<file path="src/rtl/mux_pkg.sv">
`default_nettype none
// ============================================================================
// mux_pkg : constants shared by the TDM transmit sequencer and tdm_demux
// Revision: 1.0
// ============================================================================
package mux_pkg;

  localparam int NUM_CH = 4;
  localparam int SLOT_W = 2;

  localparam logic [0:0] ST_IDLE = 1'b0;
  localparam logic [0:0] ST_RUN  = 1'b1;

  localparam logic [SLOT_W-1:0] CH_A = 2'd0;
  localparam logic [SLOT_W-1:0] CH_B = 2'd1;
  localparam logic [SLOT_W-1:0] CH_C = 2'd2;
  localparam logic [SLOT_W-1:0] CH_D = 2'd3;

  function automatic logic [NUM_CH-1:0] ch_onehot(input logic [SLOT_W-1:0] idx);
    ch_onehot = NUM_CH'(1) << idx;
  endfunction

endpackage
`default_nettype wire

</file>
<file path="src/rtl/tdm_demux_slot_counter.sv">
`default_nettype none
// ============================================================================
// slot_counter : cycle-within-slot and slot-within-frame counters
// Revision: 1.0
// ============================================================================
module slot_counter
  import mux_pkg::*;
#(
  parameter int SLOT_CYCLES  = 8,
  parameter int SAMPLE_POINT = 4,
  localparam int CNT_W       = $clog2(SLOT_CYCLES)
) (
  input  logic              clk,
  input  logic              rst,
  input  logic              clr,
  output logic [CNT_W-1:0]  cnt,
  output logic [SLOT_W-1:0] slot,
  output logic              at_sample,
  output logic              at_boundary
);

  localparam logic [CNT_W-1:0]  CNT_MAX  = CNT_W'(SLOT_CYCLES - 1);
  localparam logic [CNT_W-1:0]  CNT_SMP  = CNT_W'(SAMPLE_POINT);
  localparam logic [SLOT_W-1:0] SLOT_MAX = SLOT_W'(NUM_CH - 1);

  logic [CNT_W-1:0]  cnt_q,  cnt_d;
  logic [SLOT_W-1:0] slot_q, slot_d;

  always_comb begin
    cnt_d  = cnt_q;
    slot_d = slot_q;
    if (clr) begin
      cnt_d  = '0;
      slot_d = '0;
    end else if (cnt_q == CNT_MAX) begin
      cnt_d  = '0;
      slot_d = slot_q + 1'b1;  // NUM_CH is a power of two, so 3 wraps to 0
    end else begin
      cnt_d  = cnt_q + 1'b1;
    end
  end

  always_ff @(posedge clk) begin
    if (rst) begin
      cnt_q  <= '0;
      slot_q <= '0;
    end else begin
      cnt_q  <= cnt_d;
      slot_q <= slot_d;
    end
  end

  assign cnt         = cnt_q;
  assign slot        = slot_q;
  assign at_sample   = (cnt_q == CNT_SMP);
  assign at_boundary = (cnt_q == CNT_MAX) && (slot_q == SLOT_MAX);

endmodule
`default_nettype wire

</file>
<file path="src/rtl/tdm_demux.sv">
`default_nettype none
// ============================================================================
// tdm_demux : recovers four 1-bit channels from a sync-aligned TDM line
// Revision: 1.0
// ============================================================================
module tdm_demux
  import mux_pkg::*;
#(
  parameter int SLOT_CYCLES  = 8,
  parameter int SAMPLE_POINT = 4
) (
  input  logic              clk,
  input  logic              rst,
  input  logic              din,
  input  logic              sync,
  output logic              a,
  output logic              b,
  output logic              c,
  output logic              d,
  output logic [SLOT_W-1:0] sel,
  output logic [NUM_CH-1:0] ch_valid,
  output logic              frame_done,
  output logic              locked,
  output logic              sync_err
);

  localparam int CNT_W = $clog2(SLOT_CYCLES);

  logic [0:0]        state_q, state_d;
  logic [NUM_CH-1:0] ch_q, ch_d;
  logic [NUM_CH-1:0] ch_valid_q, ch_valid_d;
  logic              frame_done_q, frame_done_d;
  logic              sync_err_q, sync_err_d;

  logic              run;
  logic [CNT_W-1:0]  cnt;
  logic [SLOT_W-1:0] slot;
  logic              at_sample;
  logic              at_boundary;
  logic              unused_cnt;

  assign run        = (state_q == ST_RUN);
  assign unused_cnt = ^cnt;

  // Counters sit at zero while idle and restart from zero on every sync.
  slot_counter #(
    .SLOT_CYCLES  (SLOT_CYCLES),
    .SAMPLE_POINT (SAMPLE_POINT)
  ) u_slot_counter (
    .clk         (clk),
    .rst         (rst),
    .clr         (sync || !run),
    .cnt         (cnt),
    .slot        (slot),
    .at_sample   (at_sample),
    .at_boundary (at_boundary)
  );

  always_comb begin
    state_d      = state_q;
    ch_d         = ch_q;
    ch_valid_d   = '0;
    frame_done_d = 1'b0;
    sync_err_d   = 1'b0;
    if (run) begin
      // The pre-sync slot still decides the channel when sync hits a sample point.
      if (at_sample) begin
        ch_d[slot] = din;
        ch_valid_d = ch_onehot(slot);
      end
      frame_done_d = at_boundary;
      sync_err_d   = sync && !at_boundary;
    end else if (sync) begin
      state_d = ST_RUN;
    end
  end

  always_ff @(posedge clk) begin
    if (rst) begin
      state_q      <= ST_IDLE;
      ch_q         <= '0;
      ch_valid_q   <= '0;
      frame_done_q <= 1'b0;
      sync_err_q   <= 1'b0;
    end else begin
      state_q      <= state_d;
      ch_q         <= ch_d;
      ch_valid_q   <= ch_valid_d;
      frame_done_q <= frame_done_d;
      sync_err_q   <= sync_err_d;
    end
  end

  assign a          = ch_q[CH_A];
  assign b          = ch_q[CH_B];
  assign c          = ch_q[CH_C];
  assign d          = ch_q[CH_D];
  assign sel        = slot;
  assign ch_valid   = ch_valid_q;
  assign frame_done = frame_done_q;
  assign locked     = run;
  assign sync_err   = sync_err_q;

endmodule
`default_nettype wire

</file>
<file path="config.mk">
export PLATFORM = sky130hd
export DESIGN_NAME = tdm_demux
export DESIGN_NICKNAME = d
export VERILOG_FILES = /design/src/rtl/mux_pkg.sv /design/src/rtl/tdm_demux_slot_counter.sv /design/src/rtl/tdm_demux.sv
export SDC_FILE = /design/constraint.sdc
export NUM_CORES = 1
export LEC_CHECK = 0
export CAP_MARGIN = 20
export CORE_UTILIZATION = 49
export DETAILED_ROUTE_END_ITERATION = 12
export PLACE_DENSITY = 0.86
export RECOVER_POWER = 50
export SYNTH_ARGS = -nofsm -noshare
export SYNTH_HDL_FRONTEND = slang
export SYNTH_SLANG_ARGS = --single-unit
</file>
<file path="constraint.sdc">
create_clock -name clk -period 2.8 [get_ports clk]
set_input_delay 0.56 -clock clk [delete_from_list [all_inputs] [get_ports clk]]
set_output_delay 0.56 -clock clk [all_outputs]
set_load 0.02 [all_outputs]
</file>
==> metrics, run 1 <==
DR WL/cell=12.4 µm; post-cts repair resize count=0; CP Capture Type=primary output; WL met2=536 µm; P per Cell Area=434 mW/mm²; Die Area=0.00151 mm²; RePlAce Congestion=0.707; crit-path cells=clkdlybuf4s50_1; Fmax achieved=501 MHz; skew final=0.00161 ns; EDFF count, synth=0; WP buf/inv=1; count leader, synth=dfxtp_1; TritonRoute pass-1 iters=4; Post-Route Setup TNS=0 ns; Mapped Area=667 µm²; die height=38.9 µm; Syn-to-layout area delta=26.5%; Min-Delay Path Depth=1; Crit-path slowest cell=clkdlybuf4s50_1; Max Cap Viol=0; Critical R2R Launch=u_slot_counter.cnt[0]$_SDFF_PP0_; DR vias/cell=5.09; Routed WL=1130 µm; via count=463; register area=320 µm²; Top FF cell, synth=dfxtp_1; dpl cells=88; RSZ-0062 raised after global routing=no; Crit path arrival time=1.44 ns; Tmin final=2.00 ns; Max FO, Critical Path=10; min-delay src=u_slot_counter.cnt[0]$_SDFF_PP0_; Unique masters post-synth=18; Max-slew headroom=0.802; CTS Hold Buffers Added=0; Total GRT Usage=0.193; Worst Tran Pin Value=0.297 ns; Cells after Synth=60; Post-synth ARST share=0; vias in the first global route=406; post-synth top area share=0.480; Chip Width=38.9 µm; setup violators final=0; Yosys top cell by area=dfxtp_1; Worst Path Required=2.24 ns; WS Path Type=register to primary output; number of I/O pins=17; area occupied by multi-input gates=308 µm²; DRT antenna net count=0; htree depth=1; highest routed layer=met4; status=finished clean; Yosys warnings=0; DRC viols=0; ranking of synthesized cells by area=dfxtp_1 (48%), ha_1 (13%), mux2i_1 (7.5%), nand2b_1 (4.7%), nand4_1 (3.8%); sequential element share of the synthesized area=0.480; Post-CTS Repair Setup Buffers=0; Initial Util=0.562; number of buffers added on ports=16; CTS sink count=16; Lkg Pwr=0.333 nW; synth cell count leaders=dfxtp_1 (16), ha_1 (7), mux2i_1 (5), nand2b_1 (5); antenna cells=0; fin cells=91; syn nets=71; DR iter-0 viols=14; CP top delay family=buffers and inverters; Syn Area/Cell=11.1 µm²; Hold Crit Class=register to register; path depth of the worst reg2reg path=4; CTS buffer count=3; final worst path period share=0.713; clock-pin slew on the worst setup and hold paths=0.08 ns; layout cells sized above 1=0.0779; CP max stage delay=0.66 ns; crit path launch=locked$_SDFF_PP0_; PnR Total Power=0.366 mW; first-pass GRT wire length=1780 µm; worst vdd ir=0.248 mV; GR Overflow Total=0; M1 wire length=514 µm; Hold Fails Final Rpt=0; hold_ws=0.470 ns; Final Max Slew Viols=0; Cell Rows=12; critical path launch point type=register; CTS tree=built; DP HPWL=848 µm; Nets=90; WL met3=48 µm; core area=0.00119 mm²; clock root cell=clkbuf_4; Final Core Density=0.711; Worst path depth=1; CTS max path bufs=2; initial antenna violation count=0; latest clock arrival within the worst-skew pair=0.28 ns; register bit total from synthesis=16; Filler cells=104; pin count of the biggest net entering global routing=11
[registers in the layout, indices dropped and copies added (netlist names)]
register and flops:
frame_done 1, sync_err 1, ch_valid 4, ch_q 4, locked 1, u_slot_counter.slot 2
u_slot_counter.cnt 3
[area by class of cell]
class	instances	share of cell area
repair buffers	16	0.190
multi-input cells	38	0.365
clock buffers	3	0.0267
inverters	4	0.0178
flip-flops and latches	16	0.380
well taps	14	0.0208
[layer usage]
layer,up-vias,GRT usage
met5,-,0
met4,0,0.129
met3,5,0.0867
met2,12,0.288
met1,204,0.217
li1,242,-
[final timing paths]
check / slack, ns / endpoint
hold reg to reg: 0.47 / u_slot_counter.cnt[0]$_SDFF_PP0_
setup reg to reg: 1.51 / sync_err$_SDFF_PP0_
setup / recovery: 0.80 / locked
hold / removal: 0.47 / u_slot_counter.cnt[0]$_SDFF_PP0_
[per-stage QoR]
stage / worst slack (ns) / instance area [µm²]
after floorplan: 1.56 / 667
after global placement: 0.974 / 828
after detailed placement: 0.918 / 828
after CTS: 0.799 / 851
after global routing: 0.713 / 843
final: 0.803 / 843
[cell families (layout without fill, tap and decap cells)]
group | Yosys count | count (layout) | synth area share
simple gates | 25 | 25 | 0.253
flops | 16 | 16 | 0.480
fa+ha+maj | 7 | 7 | 0.131
buf+inv | 6 | 23 | 0.0469
mux | 5 | 5 | 0.0750
xor+xnor | 1 | 1 | 0.0131
[report_power, final]
group          internal [mW]  total (mW)  switching [mW]  leakage (nW)
logic                0.00993      0.0180         0.00811         0.190
clock network         0.0500       0.116          0.0656        0.0138
registers              0.229       0.232         0.00296         0.129
[cell usage in the layout, fill, tap and decap left out, types with 3 or more instances in the layout]
cell	synthesis	routed
dfxtp_1	16	16
clkdlybuf4s50_1	0	15
ha_1	7	7
mux2i_1	5	5
nor3_1	4	5
nand2b_1	5	5
inv_1	4	4
nor2_1	4	4
nand4_1	4	4
clkbuf_4	0	3
Power figures use the tool's default switching activity.
==> run 2, diff against run 1 <==
Settings changed: CORE_UTILIZATION 49 to 41, PLACE_DENSITY 0.86 to 0.77.
Clock period 2.8 ns to 1.65 ns, I/O delays scaled along.
==> run 2 against run 1 <==
Clock skew is essentially flat. Hold slack is essentially flat. Worst setup slack lost 0.73 ns. Clock power grew 120%. Die area grew 18%. Sequential share of layout area shrank 1.6 points. Critical path type unchanged.
==> metrics, run 2 (synthesis results as in run 1) <==
DR WL/cell=11.0 µm; CTS max path bufs=2; core area=0.00151 mm²; register share of total power=0.572; DP HPWL=810 µm; Initial Util=0.443; CP max stage delay=0.62 ns; vias in the first global route=415; global routing's busiest layer=met2; Nets=94; final worst path period share=0.955; GR Overflow Total=0; layout cells sized above 1=0.110; Final Max Slew Viols=0; hold_ws=0.470 ns; die height=42.3 µm; CTS buffer count=3; CTS tree=built; via count=475; status=finished clean; number of buffers added on ports=16; Post-Route Setup TNS=0 ns; Lkg Pwr=0.360 nW; pin count of the biggest net entering global routing=10; Crit-path slowest cell=clkdlybuf4s50_1; CTS Hold Buffers Added=0; DRC viols=0; CP Capture Type=primary output; initial antenna violation count=0; DR iter-0 viols=10; most common cell after layout, fill and taps aside=dfxtp_1; skew final=0.00145 ns; most frequent cells in the layout=dfxtp_1 (16), clkdlybuf4s50_1 (15), ha_1 (7), mux2i_1 (5), nand2b_1 (5); combinational share of power=0.054; NetSw=0.141 mW; Chip Width=42.3 µm; Max-slew headroom=0.792; met3 Track Usage GR=0.0517; Worst Path Required=1.32 ns; Max FO, Critical Path=2; Die Area=0.00179 mm²; latest clock arrival within the worst-skew pair=0.29 ns; Crit path arrival time=1.24 ns; worst vdd ir=0.396 mV; switching share of power=0.206; CTS sink count=16; critical path launch point type=register; WP buf/inv=1; Hold Fails Final Rpt=0; P per Cell Area=776 mW/mm²; met1 usage in global routing=0.168; clock root cell=clkbuf_4; antenna cells=0; post-cts repair resize count=0; Syn-to-layout area delta=32.1%; Cell Rows=14; htree depth=1; DRT antenna net count=0; met2 Usage GRT=0.206; Routed WL=1080 µm; Int Pwr=0.543 mW; Max Cap Viol=0; Tmin final=1.57 ns; RePlAce Congestion=0.717; Post-CTS Repair Setup Buffers=0; setup violators final=0; crit-path cells=clkdlybuf4s50_1; Clk pwr share=0.374; CP top delay family=buffers and inverters; Worst Tran Pin Value=0.313 ns; number of I/O pins=17; RSZ-0062 raised after global routing=no; DR vias/cell=4.85; first-pass GRT wire length=1760 µm; TritonRoute pass-1 iters=2; clock-pin slew on the worst setup and hold paths=0.09 ns; Hold Crit Class=register to register; Total GRT Usage=0.140; PnR Total Power=0.684 mW; Fmax achieved=635 MHz; WS Path Type=register to primary output
==> run 2: changes by cell type in the layout (fill, tap and decap cells not counted) <==
cell / previous run / this run
nor3_1: 5 / 4
nor3b_2: 2 / 0
clkbuf_1: 0 / 1
clkbuf_8: 0 / 1
nor3b_1: 1 / 3
buf_4: 0 / 3
nor3_2: 0 / 1
==> run 2: stage by stage <==
stage | instance area, µm² | utilization | instances | worst slack (ns)
5_1_grt | 881 | 0.585 | 98 | 0.0242
2_1_floorplan | 667 | - | 60 | 0.410
6_report | 881 | 0.585 | 98 | 0.0750
3_5_place_dp | 861 | 0.571 | 94 | 0.178
4_1_cts | 897 | 0.596 | 98 | 0.0565
3_3_place_gp | 861 | 0.571 | 94 | 0.196
==> run 2: final cells by class <==
cell class                 instances  area, µm²
inverter                           4       15.0
tap                               16       20.0
fill                             123        626
multi-input combinational         38        303
clock buffer                       4       36.3
sequential                        16        320
timing repair buffer              20        186
==> run 2: worst reg2reg max path, delay by kind of cell, from the launching register on <==
family,cells,cell delay [ns]
DFF,1,0.38
adders and majority gates,2,0.46
and+or+nand+nor,2,0.35
==> run 2: path summary, 6_finish.rpt <==
| kind | from | endpoint | slack, ns | depth (start not counted) |
|---|---|---|---|---|
| hold / removal | u_slot_counter.cnt[0]$_SDFF_PP0_ | u_slot_counter.cnt[0]$_SDFF_PP0_ | 0.47 | 1 |
| setup / recovery | ch_q[3]$_SDFFE_PP0P_ | d | 0.08 | 1 |
| setup reg to reg | u_slot_counter.cnt[0]$_SDFF_PP0_ | sync_err$_SDFF_PP0_ | 0.36 | 4 |
| hold reg to reg | u_slot_counter.cnt[0]$_SDFF_PP0_ | u_slot_counter.cnt[0]$_SDFF_PP0_ | 0.47 | 1 |
==> run 2: per-layer routing <==
| layer | share of wire | up-vias |
|---|---|---|
| met4 | 0.032 | 0 |
| met3 | 0.049 | 5 |
| li1 | - | 249 |
| met5 | 0 | - |
| met2 | 0.45 | 13 |
| met1 | 0.47 | 208 |
==> run 2: power groups by stage <==
stage          registers, mW  logic [mW]  clock network [mW]
6_report               0.391      0.0371               0.255
3_3_place_gp           0.400      0.0388                   0
3_5_place_dp           0.401      0.0395                   0
2_1_floorplan          0.404      0.0178                   0
4_1_cts                0.392      0.0397               0.261
5_1_grt                0.392      0.0399               0.283
==> run 3, diff against run 2 <==
Settings changed: PLACE_DENSITY 0.77 to default, PLACE_DENSITY_LB_ADDON from default to 0.1.
==> run 3 against run 2 <==
Cell count shrank 1.0%. Power grew 0.15%. Routed wire length grew 10%. Utilization shrank 0.58 points. Combinational power is essentially flat. Clock skew grew 0.0046 ns. Clock power is essentially flat. Critical endpoint is now a. Critical path type unchanged. First-iteration DRC count shrank 50%. Final area shrank 0.99%. Largest cell class unchanged. Register-to-register slack is essentially flat.
==> metrics, run 3 (synthesis results as in run 1) <==
CTS tree=built; Worst R2R Setup Slack=0.36 ns; pin count of the biggest net entering global routing=10; most frequent cells in the layout=dfxtp_1 (16), clkdlybuf4s50_1 (14), ha_1 (7), mux2i_1 (5), nand2b_1 (5); Max-slew headroom=0.779; clock-pin slew on the worst setup and hold paths=0.10 ns; DR vias/cell=5.00; Tmin final=1.56 ns; status=finished clean; crit-path cells=clkdlybuf4s50_1; Reg-to-Reg End=sync_err$_SDFF_PP0_; skew final=0.00608 ns; CTS max path bufs=2; Crit path arrival time=1.23 ns; number of buffers added on ports=16; Lkg Pwr=0.360 nW; fin cells=97; Syn-to-layout area delta=30.8%; Total GRT Usage=0.154; RePlAce Congestion=0.716; most common cell after layout, fill and taps aside=dfxtp_1; DR WL/cell=12.2 µm; antenna cells=0; WP buf/inv=1; Nets=93; core area=0.00151 mm²; Worst path depth=1; WHS Endpoint=u_slot_counter.cnt[0]$_SDFF_PP0_; dpl cells=93; critical path launch point type=register; clock root cell=clkbuf_4; Max Cap Viol=0; Cell Rows=14; P per Cell Area=785 mW/mm²; Hold Crit Class=register to register; setup violators final=0; worst vdd ir=0.413 mV; htree depth=1; Post-CTS Repair Setup Buffers=0; Critical R2R Launch=u_slot_counter.cnt[0]$_SDFF_PP0_; Chip Width=42.3 µm; Post-Route Setup TNS=0 ns; first-pass GRT wire length=1970 µm; vias in the first global route=479; Filler cells=140; TritonRoute pass-1 iters=4; CP top delay family=buffers and inverters; Worst Path Required=1.32 ns; CTS buffer count=3; DR iter-0 viols=5; Fmax achieved=641 MHz; path depth of the worst reg2reg path=4; GR Overflow Total=0; via count=485; Final Max Slew Viols=0; Die Area=0.00179 mm²; DP HPWL=878 µm; Worst Tran Pin Value=0.332 ns; WS Path Type=register to primary output; CP max stage delay=0.60 ns; Initial Util=0.443; CP Capture Type=primary output; register area=320 µm²; CTS sink count=16; Hold Fails Final Rpt=0; Min-Delay Path Depth=1; latest clock arrival within the worst-skew pair=0.28 ns; min-delay src=u_slot_counter.cnt[0]$_SDFF_PP0_; initial antenna violation count=0; number of I/O pins=17; RSZ-0062 raised after global routing=no; die height=42.3 µm; Max FO, Critical Path=2; DRT antenna net count=0; Routed WL=1190 µm; layout cells sized above 1=0.0988; area occupied by multi-input gates=303 µm²; DRC viols=0; final worst path period share=0.946; Crit-path slowest cell=clkdlybuf4s50_1
-- run 3: cell types whose count changed in the layout (fill, tap and decap cells not counted) --
cell,change
dlygate4sd2_1,+1
clkdlybuf4s50_1,-1
buf_4,-1
-- run 3: cell type report --
cell class | instances | share of cell area
Clock buffer | 4 | 0.0416
Inverter | 4 | 0.0172
Multi-Input combinational cell | 38 | 0.347
Sequential cell | 16 | 0.367
Tap cell | 16 | 0.0230
Timing Repair Buffer | 19 | 0.204
-- run 3: timing repair --
action,CTS,global route
endpoints found under the setup margin,1,0
gates resized for setup,1,0
hold buffers,0,0
-- run 3: how the worst max path moves through the flow --
stage / start / end / slack, ns
floorplan: u_slot_counter.slot[0]$_SDFFE_PP0P_ / u_slot_counter.slot[1]$_SDFFE_PP0P_ / 0.41
global placement: rst / u_slot_counter.cnt[1]$_SDFF_PP0_ / 0.21
detailed placement: rst / ch_valid[0]$_SDFF_PP0_ / 0.11
CTS: ch_q[0]$_SDFFE_PP0P_ / a / 0.08
global route: ch_q[0]$_SDFFE_PP0P_ / a / 0.04
finish: ch_q[0]$_SDFFE_PP0P_ / a / 0.09
-- run 3: stage by stage --
stage / setup slack (ns) / hold WS, ns / total power, mW / utilization / instance area [µm²]
2_1_floorplan: 0.410 / 0.402 / 0.422 / - / 667
3_3_place_gp: 0.206 / 0.463 / 0.440 / 0.566 / 853
3_5_place_dp: 0.108 / 0.455 / 0.440 / 0.566 / 853
4_1_cts: 0.0752 / 0.469 / 0.694 / 0.590 / 888
5_1_grt: 0.0427 / 0.482 / 0.709 / 0.579 / 872
6_report: 0.0887 / 0.467 / 0.685 / 0.579 / 872
-- run 3: metal layers --
metal  up-vias  global-route usage  part of all wire
met4         0               0.113             0.015
met3         2              0.0388             0.041
met2        12               0.243              0.47
li1        246                   -                 -
met1       225               0.179              0.47
met5         -                   0                 0
-- run 3: report_power, final --
group,switching (mW),leakage (nW),internal [mW],total (mW)
logic,0.0176,0.209,0.0194,0.0371
registers,0.00169,0.129,0.389,0.391
clock network,0.122,0.0210,0.134,0.257
